$ cat src/rtl/lsu_pkg.sv
// Shared opcodes, access sizes, FSM states and fault codes for the RV32I load/store unit.
package lsu_pkg;
  localparam logic [6:0] LTYPE = 7'b0000011;
  localparam logic [6:0] STYPE = 7'b0100011;

  localparam logic [2:0] F3_B  = 3'd0;
  localparam logic [2:0] F3_H  = 3'd1;
  localparam logic [2:0] F3_W  = 3'd2;
  localparam logic [2:0] F3_BU = 3'd4;
  localparam logic [2:0] F3_HU = 3'd5;

  typedef enum logic [1:0] {IDLE, CHECK, ACCESS, DONE} state_e;
  typedef enum logic [1:0] {NONE, MISALIGN, TIMEOUT, ILLEGAL} fault_e;

  typedef struct packed {
    logic [6:0]  opcode;
    logic [2:0]  func3;
    logic [31:0] addr;
    logic [31:0] wdata;
  } lsu_req_t;

  // Illegal encodings win over misalignment.
  function automatic fault_e check_fault(input logic [6:0] opcode, input logic [2:0] func3,
                                         input logic [1:0] addr_lo);
    logic is_ld, is_st;
    is_ld = (opcode == LTYPE);
    is_st = (opcode == STYPE);
    if (!is_ld && !is_st)                                          return ILLEGAL;
    if (is_ld && (func3 == 3'd3 || func3 == 3'd6 || func3 == 3'd7)) return ILLEGAL;
    if (is_st && func3 > F3_W)                                     return ILLEGAL;
    if (func3[1:0] == 2'b01 && addr_lo[0])                         return MISALIGN;
    if (func3[1:0] == 2'b10 && addr_lo != 2'b00)                   return MISALIGN;
    return NONE;
  endfunction
endpackage

$ cat src/rtl/lsu_align.sv
// Byte-lane steering: store strobes/replicated data and load extraction with sign/zero extension.
module lsu_align
  import lsu_pkg::*;
(
  input  logic [1:0]  addr_lo,
  input  logic [2:0]  func3,
  input  logic [31:0] wdata,
  input  logic [31:0] mem_rdata,
  output logic [3:0]  wstrb,
  output logic [31:0] lane_wdata,
  output logic [31:0] rdata_ext
);
  logic [31:0] lane;

  always_comb begin
    lane       = mem_rdata >> {addr_lo, 3'b000};
    wstrb      = 4'b0000;
    lane_wdata = wdata;
    rdata_ext  = lane;
    case (func3)
      F3_B: begin
        wstrb      = 4'b0001 << addr_lo;
        lane_wdata = {4{wdata[7:0]}};
        rdata_ext  = {{24{lane[7]}}, lane[7:0]};
      end
      F3_H: begin
        wstrb      = 4'b0011 << {addr_lo[1], 1'b0};
        lane_wdata = {2{wdata[15:0]}};
        rdata_ext  = {{16{lane[15]}}, lane[15:0]};
      end
      F3_W: begin
        wstrb      = 4'b1111;
        lane_wdata = wdata;
        rdata_ext  = lane;
      end
      F3_BU:   rdata_ext = {24'b0, lane[7:0]};
      F3_HU:   rdata_ext = {16'b0, lane[15:0]};
      default: rdata_ext = lane;
    endcase
  end
endmodule

$ cat src/rtl/load_store_unit.sv
// Memory stage: validates the access, runs one req/ack transaction with a timeout, returns extended load data.
module load_store_unit
  import lsu_pkg::*;
#(
  parameter logic [7:0] MAX_WAIT = 8'd255
) (
  input  logic        clk,
  input  logic        rst_n,
  input  logic        start,
  input  logic [6:0]  opcode,
  input  logic [2:0]  func3,
  input  logic [31:0] addr,
  input  logic [31:0] wdata,
  output logic        busy,
  output logic        done,
  output logic [31:0] rdata,
  output logic        fault,
  output logic [1:0]  fault_cause,
  output logic        mem_req,
  output logic        mem_we,
  output logic [31:0] mem_addr,
  output logic [3:0]  mem_wstrb,
  output logic [31:0] mem_wdata,
  input  logic        mem_ack,
  input  logic [31:0] mem_rdata
);
  localparam logic [7:0] LAST_WAIT = MAX_WAIT - 8'd1;

  state_e      state;
  lsu_req_t    req_q;
  logic [7:0]  wait_cnt;
  logic [3:0]  wstrb;
  logic [31:0] lane_wdata, rdata_ext;
  fault_e      chk_fault;
  logic        is_st;

  assign is_st     = (req_q.opcode == STYPE);
  assign chk_fault = check_fault(req_q.opcode, req_q.func3, req_q.addr[1:0]);

  lsu_align u_align (
    .addr_lo    (req_q.addr[1:0]),
    .func3      (req_q.func3),
    .wdata      (req_q.wdata),
    .mem_rdata  (mem_rdata),
    .wstrb      (wstrb),
    .lane_wdata (lane_wdata),
    .rdata_ext  (rdata_ext)
  );

  always_ff @(posedge clk or negedge rst_n) begin
    if (!rst_n) begin
      state       <= IDLE;
      req_q       <= '0;
      wait_cnt    <= '0;
      busy        <= 1'b0;
      done        <= 1'b0;
      rdata       <= '0;
      fault       <= 1'b0;
      fault_cause <= NONE;
      mem_req     <= 1'b0;
      mem_we      <= 1'b0;
      mem_addr    <= '0;
      mem_wstrb   <= '0;
      mem_wdata   <= '0;
    end else begin
      done <= 1'b0;
      case (state)
        IDLE: if (start) begin
          req_q       <= '{opcode: opcode, func3: func3, addr: addr, wdata: wdata};
          rdata       <= '0;
          fault       <= 1'b0;
          fault_cause <= NONE;
          busy        <= 1'b1;
          state       <= CHECK;
        end
        CHECK: begin
          if (chk_fault != NONE) begin
            fault       <= 1'b1;
            fault_cause <= chk_fault;
            done        <= 1'b1;
            state       <= DONE;
          end else begin
            mem_req   <= 1'b1;
            mem_we    <= is_st;
            mem_addr  <= {req_q.addr[31:2], 2'b00};
            mem_wstrb <= is_st ? wstrb : 4'b0000;
            mem_wdata <= is_st ? lane_wdata : 32'b0;
            wait_cnt  <= '0;
            state     <= ACCESS;
          end
        end
        ACCESS: begin
          wait_cnt <= wait_cnt + 8'd1;
          // An ack on the final wait cycle still completes normally.
          if (mem_ack || wait_cnt == LAST_WAIT) begin
            if (mem_ack) begin
              rdata <= is_st ? 32'b0 : rdata_ext;
            end else begin
              fault       <= 1'b1;
              fault_cause <= TIMEOUT;
            end
            mem_req   <= 1'b0;
            mem_we    <= 1'b0;
            mem_addr  <= '0;
            mem_wstrb <= '0;
            mem_wdata <= '0;
            done      <= 1'b1;
            state     <= DONE;
          end
        end
        DONE: begin
          busy     <= 1'b0;
          wait_cnt <= '0;
          state    <= IDLE;
        end
        default: state <= IDLE;
      endcase
    end
  end
endmodule
$ cat config.mk
export PLATFORM = sky130hd
export DESIGN_NAME = load_store_unit
export DESIGN_NICKNAME = d
export VERILOG_FILES = /design/src/rtl/lsu_pkg.sv /design/src/rtl/lsu_align.sv /design/src/rtl/load_store_unit.sv
export SDC_FILE = /design/constraint.sdc
export NUM_CORES = 1
export LEC_CHECK = 0
export ABC_AREA = 1
export CORE_MARGIN = 2
export CORE_UTILIZATION = 51
export CTS_BUF_LIST = sky130_fd_sc_hd__clkbuf_4
export DETAILED_ROUTE_END_ITERATION = 12
export PLACE_DENSITY = 0.88
export SLEW_MARGIN = 20
export SYNTH_ARGS = -nofsm -noshare
export SYNTH_HDL_FRONTEND = slang
export SYNTH_SLANG_ARGS = --single-unit
$ cat constraint.sdc
create_clock -name clk -period 2.1 [get_ports clk]
set_input_delay 0.21 -clock clk [delete_from_list [all_inputs] [get_ports clk]]
set_output_delay 0.21 -clock clk [all_outputs]
set_load 0.01 [all_outputs]
# Word level (Yosys, flattened, before mapping)
# Cells that the tools add are included.
[totals]
ff_bits = 191
input_bits = 110
wordCells = 137
[classes]
addsub = 1
order_cmp = 1
eq_ne = 21
n_shift = 3
mux = 69
reduce_logical = 26
[op_table]
columns = ["cell", "count"]
rows = [
  ["$mux W32", 8],
  ["$pmux W32 S2", 4],
  ["$pmux W32 S4", 1],
  ["$mux W2", 16],
  ["$shr A32 B5 Y32", 1],
  ["$mux W1", 26],
  ["$pmux W8 S3", 1],
  ["$eq A3 B3 Y1 const B", 4],
  ["$mux W4", 3],
  ["$ne A2 B2 Y1 const B", 6],
  ["$pmux W4 S3", 1],
  ["$reduce_bool A2 Y1", 5],
  ["$add A8 B1 Y8 const B", 1],
  ["$eq A8 B8 Y1 const B", 1],
  ["$mux W8", 1],
  ["$pmux W1 S2", 4],
  ["$pmux W2 S4", 1],
  ["$pmux W4 S2", 1],
  ["$reduce_and A2 Y1", 4],
  ["$eq A7 B2 Y1 const B", 1],
  ["$eq A7 B6 Y1 const B", 1],
  ["$eq A2 B2 Y1 const B", 3],
  ["$eq A3 B2 Y1 const B", 2],
  ["$pmux W2 S3", 1],
  ["other kinds (15)", 24],
]

# Logic depth before layout (Yosys ltp)
[logic_depth]
word_depth = 23
mapped_depth = 12
mapped_depth_nobuf = 11

# By module
# From an unflattened synthesis, not the netlist that was laid out.
[unflattened]
cells_unflattened = 1156
area_unflattened_um2 = 9052.4
[modules_own_cells]
columns = ["module", "instances", "cells_each", "area_each_um2", "seq_area_each_um2"]
rows = [
  ["load_store_unit", 1, 905, 7837.5, 4729.5],
  ["lsu_align", 1, 251, 1214.9, 0.0],
]

# Worst setup path after synthesis
# OpenSTA, ideal clock, no wires.
[synth_timing]
path_type = "register -> register"
start = "reg state[0]"
end = "reg mem_addr[11]"
setup_ps = 66
arrival_ps = 1645
setup_slack_ps = 388
path_stages_with_launch = 9
period_less_slack_ps = 1712
path_cell_list = "dfrtp_1 -> inv_1 -> ha_1 -> buf_2 -> inv_1 -> clkbuf_1 -> clkbuf_1 -> nand3_1 -> nand2_1"
[synth_between]
elab_chain_cells = 3
word_cells_on_any_way = 7
cone_classes = "4 x eq/ne; 1 x mux; 2 x reduce/logical"
[synth_lines]
columns = ["item", "line", "source"]
rows = [
  ["start, declared", "load_store_unit.sv:29", "state_e state;"],
  ["start signal, assigned", "load_store_unit.sv:52", "state <= IDLE;"],
  ["start signal, assigned", "load_store_unit.sv:74", "state <= CHECK;"],
  ["start signal, assigned", "load_store_unit.sv:81", "state <= DONE;"],
  ["$eq A2 B2 Y1 / $eq A2 B1 Y1 (equally long branches)", "load_store_unit.sv:67", "case (state)"],
  ["$ne A2 B2 Y1 (no line) / $reduce_bool A2 Y1 (equally long branches)", "--", ""],
  ["$reduce_and A3 Y1 (no line)", "--", ""],
  ["end signal, assigned", "load_store_unit.sv:85", "mem_addr <= {req_q.addr[31:2], 2'b00};"],
  ["end, declared", "load_store_unit.sv:21", "output logic [31:0] mem_addr,"],
]
# Several ways; a longest one is shown, not always the timed one.
# A chain may end at the register's enable or synchronous reset.

# Final worst setup path
[layout_timing]
start = "reg req_q[71] (netlist name)"
end = "reg mem_wdata[30]"
[layout_between]
elab_chain_cells = 14
word_cells_on_any_way = 28
cone_classes = "3 x eq/ne; 18 x mux; 7 x reduce/logical"
[layout_lines]
columns = ["item", "line", "source"]
rows = [
  ["start, declared", "load_store_unit.sv:30", "lsu_req_t req_q;"],
  ["start signal, assigned", "load_store_unit.sv:69", "req_q <= '{opcode: opcode, func3: func3, addr: addr, wdata: wdata};"],
  ["$eq A7 B2 Y1", "lsu_pkg.sv:26", "is_ld = (opcode == LTYPE);"],
  ["$logic_and A1 B1 Y1", "lsu_pkg.sv:29", "if (is_ld && (func3 == 3'd3 || func3 == 3'd6 || func3 == 3'd7)) return ILLEGAL;"],
  ["$mux W2", "lsu_pkg.sv:29", ""],
  ["$mux W2", "lsu_pkg.sv:30", "if (is_st && func3 > F3_W) return ILLEGAL;"],
  ["$mux W2", "lsu_pkg.sv:31", "if (func3[1:0] == 2'b01 && addr_lo[0]) return MISALIGN;"],
  ["$mux W2", "lsu_pkg.sv:32", "if (func3[1:0] == 2'b10 && addr_lo != 2'b00) return MISALIGN;"],
  ["$mux W2", "lsu_pkg.sv:33", "return NONE;"],
  ["$mux W2", "lsu_pkg.sv:32", ""],
  ["$mux W2", "lsu_pkg.sv:31", ""],
  ["$mux W2", "lsu_pkg.sv:30", ""],
  ["$mux W2", "lsu_pkg.sv:29", ""],
  ["$reduce_bool A2 Y1", "load_store_unit.sv:77", "if (chk_fault != NONE) begin"],
  ["$ne A2 B2 Y1 (no line)", "--", ""],
  ["$reduce_and A3 Y1 (no line)", "--", ""],
  ["end signal, assigned", "load_store_unit.sv:87", "mem_wdata <= is_st ? lane_wdata : 32'b0;"],
  ["end, declared", "load_store_unit.sv:23", "output logic [31:0] mem_wdata,"],
]
# Several ways; a longest one is shown, not always the timed one. The select of a mux whose other input is x is not followed.

==> metrics <==
Post-synth EDFFs=0; total placed cells including tap cells=between 1k and 1.5k; Final ANT Viol Nets=0; Post-Route Skew=0.0245 ns; Final #Nets=around 1.4k; Clock H-tree levels=4; Routed WL=24700 microns; crit path launch type=register; multi-input logic area=3520 sq um; vias in the first global route=7926; CTS root buf=clkbuf_4; share of Yosys cell area claimed by the top area cell type=54.0%; Hold Fails Final Rpt=0; Area contributors post-synth=dfrtp_1, nand2_1, nand3_1; drt initial violations=655; CTS tree=built; Final Critical Period=1.96 ns; most frequent cells in the layout=nand2_1, clkdlybuf4s50_1, dfrtp_1; CORE AREA=about 17000 sq um; max-slew violations=0; initial antenna violation count=1; placed inst area=11200 sq um; worst rel slew slack=61.4%; worst min-delay path class=primary input to async pin; clock sinks=189; Post-Synthesis Cell Area=8760 sq um; Netlist cell types=37; Max rail drop VDD=around 0.66 mV; crit path kind=register to register; Chip Height=between 100 and 150 microns; routed length per instance=16.2 microns; most common cell after layout, fill and taps aside=nand2_1; Worst Setup End Kind=register; Area Growth Syn to Fin=30.7%; clk buf depth=2; Die W=135 microns; Global Route Usage Sum=27.7%; total chip power=13.9 mW; flops & latches, synth=189; RePlAce Congestion=between 0.9 and 1; Synth area leader=dfrtp_1; CP Max Fanout=8; worst path required time=2.62 ns; Detail Placement HPWL=approximately 18000 microns; first-pass detailed-route iteration total=5; asr flop ratio synth=100%; fmax=0.511 GHz; fin crit share=93.2%; Std-Cell Rows=47; global-route wire length before repair=39600 microns; design area=~11000 sq um; largest net degree at the start of global routing=51; FILL cells=1352; Vias=8132; I/O Pins=roughly 220; Slew @ Worst Pin=approximately 0.58 ns; top_reg_cell synth=dfrtp_1; Port Buf Inserts=214; Initial Util=around 52%; FF+latch area=roughly 4700 sq um; synthesized area per cell=8.04 sq um; PD cells=between 1000 and 1500 nW/um^2; max-cap violations=0; leakage power=5.61 nW; Vias/cell=5.33; gr ovfl total=0; Reg clk slew, reported paths=0.16 ns; status=completed; fraction of layout instances using a drive strength above 1=7.13%; die area=18200 sq um; final cell count without fillers=1525; Worst-Skew Late Latency=0.59 ns; endpoints failing setup=0; RSZ-0062 raised after global routing=yes; critical path arrival=2.48 ns; Cells after Synth=between 1k and 1.5k; synth warn=0; register area share after synthesis=54.0%; residual DRC count=0; Num CTS Buffers=17; postcts setup bufs=0
-- final timing paths --
path	from	endpoint	cells past startpoint	slack (ns)
min in group clk	addr[5]	req_q[37]	3	0.13
max in group asynchronous	rst_n	mem_addr[23]	3	1.33
worst max-delay path	req_q[71]	mem_wdata[30]	9	0.14
worst min-delay path	rst_n	req_q[51]	2	0.1
worst max register to register	req_q[71]	mem_wdata[30]	9	0.14
worst min register to register	rdata[7]	rdata[7]	2	0.49
-- worst max-delay path, stage by stage (launching register included) --
cell and delay [ns]:
dfrtp_1 0.42, inv_1 0.07, nand2_1 0.05, nor2_1 0.15, nand2_1 0.18, nor2_1 0.49
nand3_1 0.23, nor2_1 0.15, nand3_1 0.10, nand2_1 0.08
-- power by group --
part / internal (mW) / leakage, nW / switching (mW)
clock network: 0.506 / 0.135 / 1.32
registers: 4.73 / 2.49 / 0.809
logic: 2.45 / 2.98 / 4.06
total: 7.68 / 5.61 / 6.19
-- cells by family after synthesis --
kind of cell,share of synthesized area [%]
adders and majority gates,0.999
buffers and inverters,6.15
muxes,0.114
AOI/OAI and AO/OA,8.20
and+or+nand+nor,30.1
other,0.0428
DFF,54.0
xor gates and xnor gates,0.400
-- stage by stage --
step                setup WS (ns)  utilization [%]  TNS, ns  hold WS, ns
floorplan                   0.388                -        0      -0.0856
global placement            0.120             66.9        0        0.167
detailed placement         0.0227             66.9        0        0.166
CTS                         0.133             68.5        0       0.0780
global route              -0.0229             68.6  -0.0229       0.0878
finish                      0.143             68.6        0       0.0951
-- repair_timing --
action                                 4_1_cts  5_1_grt
cloned                                       0        0
hold buffers                                 1        0
gates resized for setup                      1        5
endpoints found under the hold margin      189        0
setup endpoints to repair                    2       13
-- per-layer routing --
layer	track usage, %	up-vias	part of all wire, %
met4	10.6	0	2.9
li1	-	3871	-
met1	37.3	3807	41
met5	0	-	0
met2	43.5	390	46
met3	7.09	64	9.5
-- synthesized netlist by cell type (3+ instances only) --
| cell type | n |
|---|---|
| nand3_1 | 105 |
| nand4_1 | 3 |
| nor2_1 | 45 |
| nand2_1 | 468 |
| o211ai_1 | 3 |
| nor2_4 | 4 |
| buf_4 | 9 |
| inv_2 | 7 |
| ha_1 | 7 |
| or2_2 | 3 |
| clkbuf_1 | 29 |
| nand2_2 | 3 |
| dfrtp_1 | 189 |
| o21ai_1 | 32 |
| buf_2 | 15 |
| buf_6 | 6 |
| a21oi_1 | 15 |
| nor2_2 | 3 |
| a22oi_1 | 7 |
| a21o_1 | 4 |
| xor2_1 | 3 |
| o2111ai_1 | 5 |
| o21ai_0 | 62 |
| inv_1 | 48 |
-- registers in the layout, summed over array words and instances, names as in the netlist, 2 cells and up --
name,count
rdata,32
mem_wdata,32
mem_wstrb,4
req_q,74
wait_cnt,8
state,2
fault_cause,2
mem_addr,30
-- cell type report --
cell class                 count  area share [%]
antenna                        1          0.0218
clock buffer                  17            1.11
clock inverter                14            1.16
inverter                      56            1.86
multi-input combinational    785            30.7
sequential                   189            41.3
tap                          220            2.40
timing repair buffer         243            21.4
Note: power is estimated with default switching activity, not from simulation.
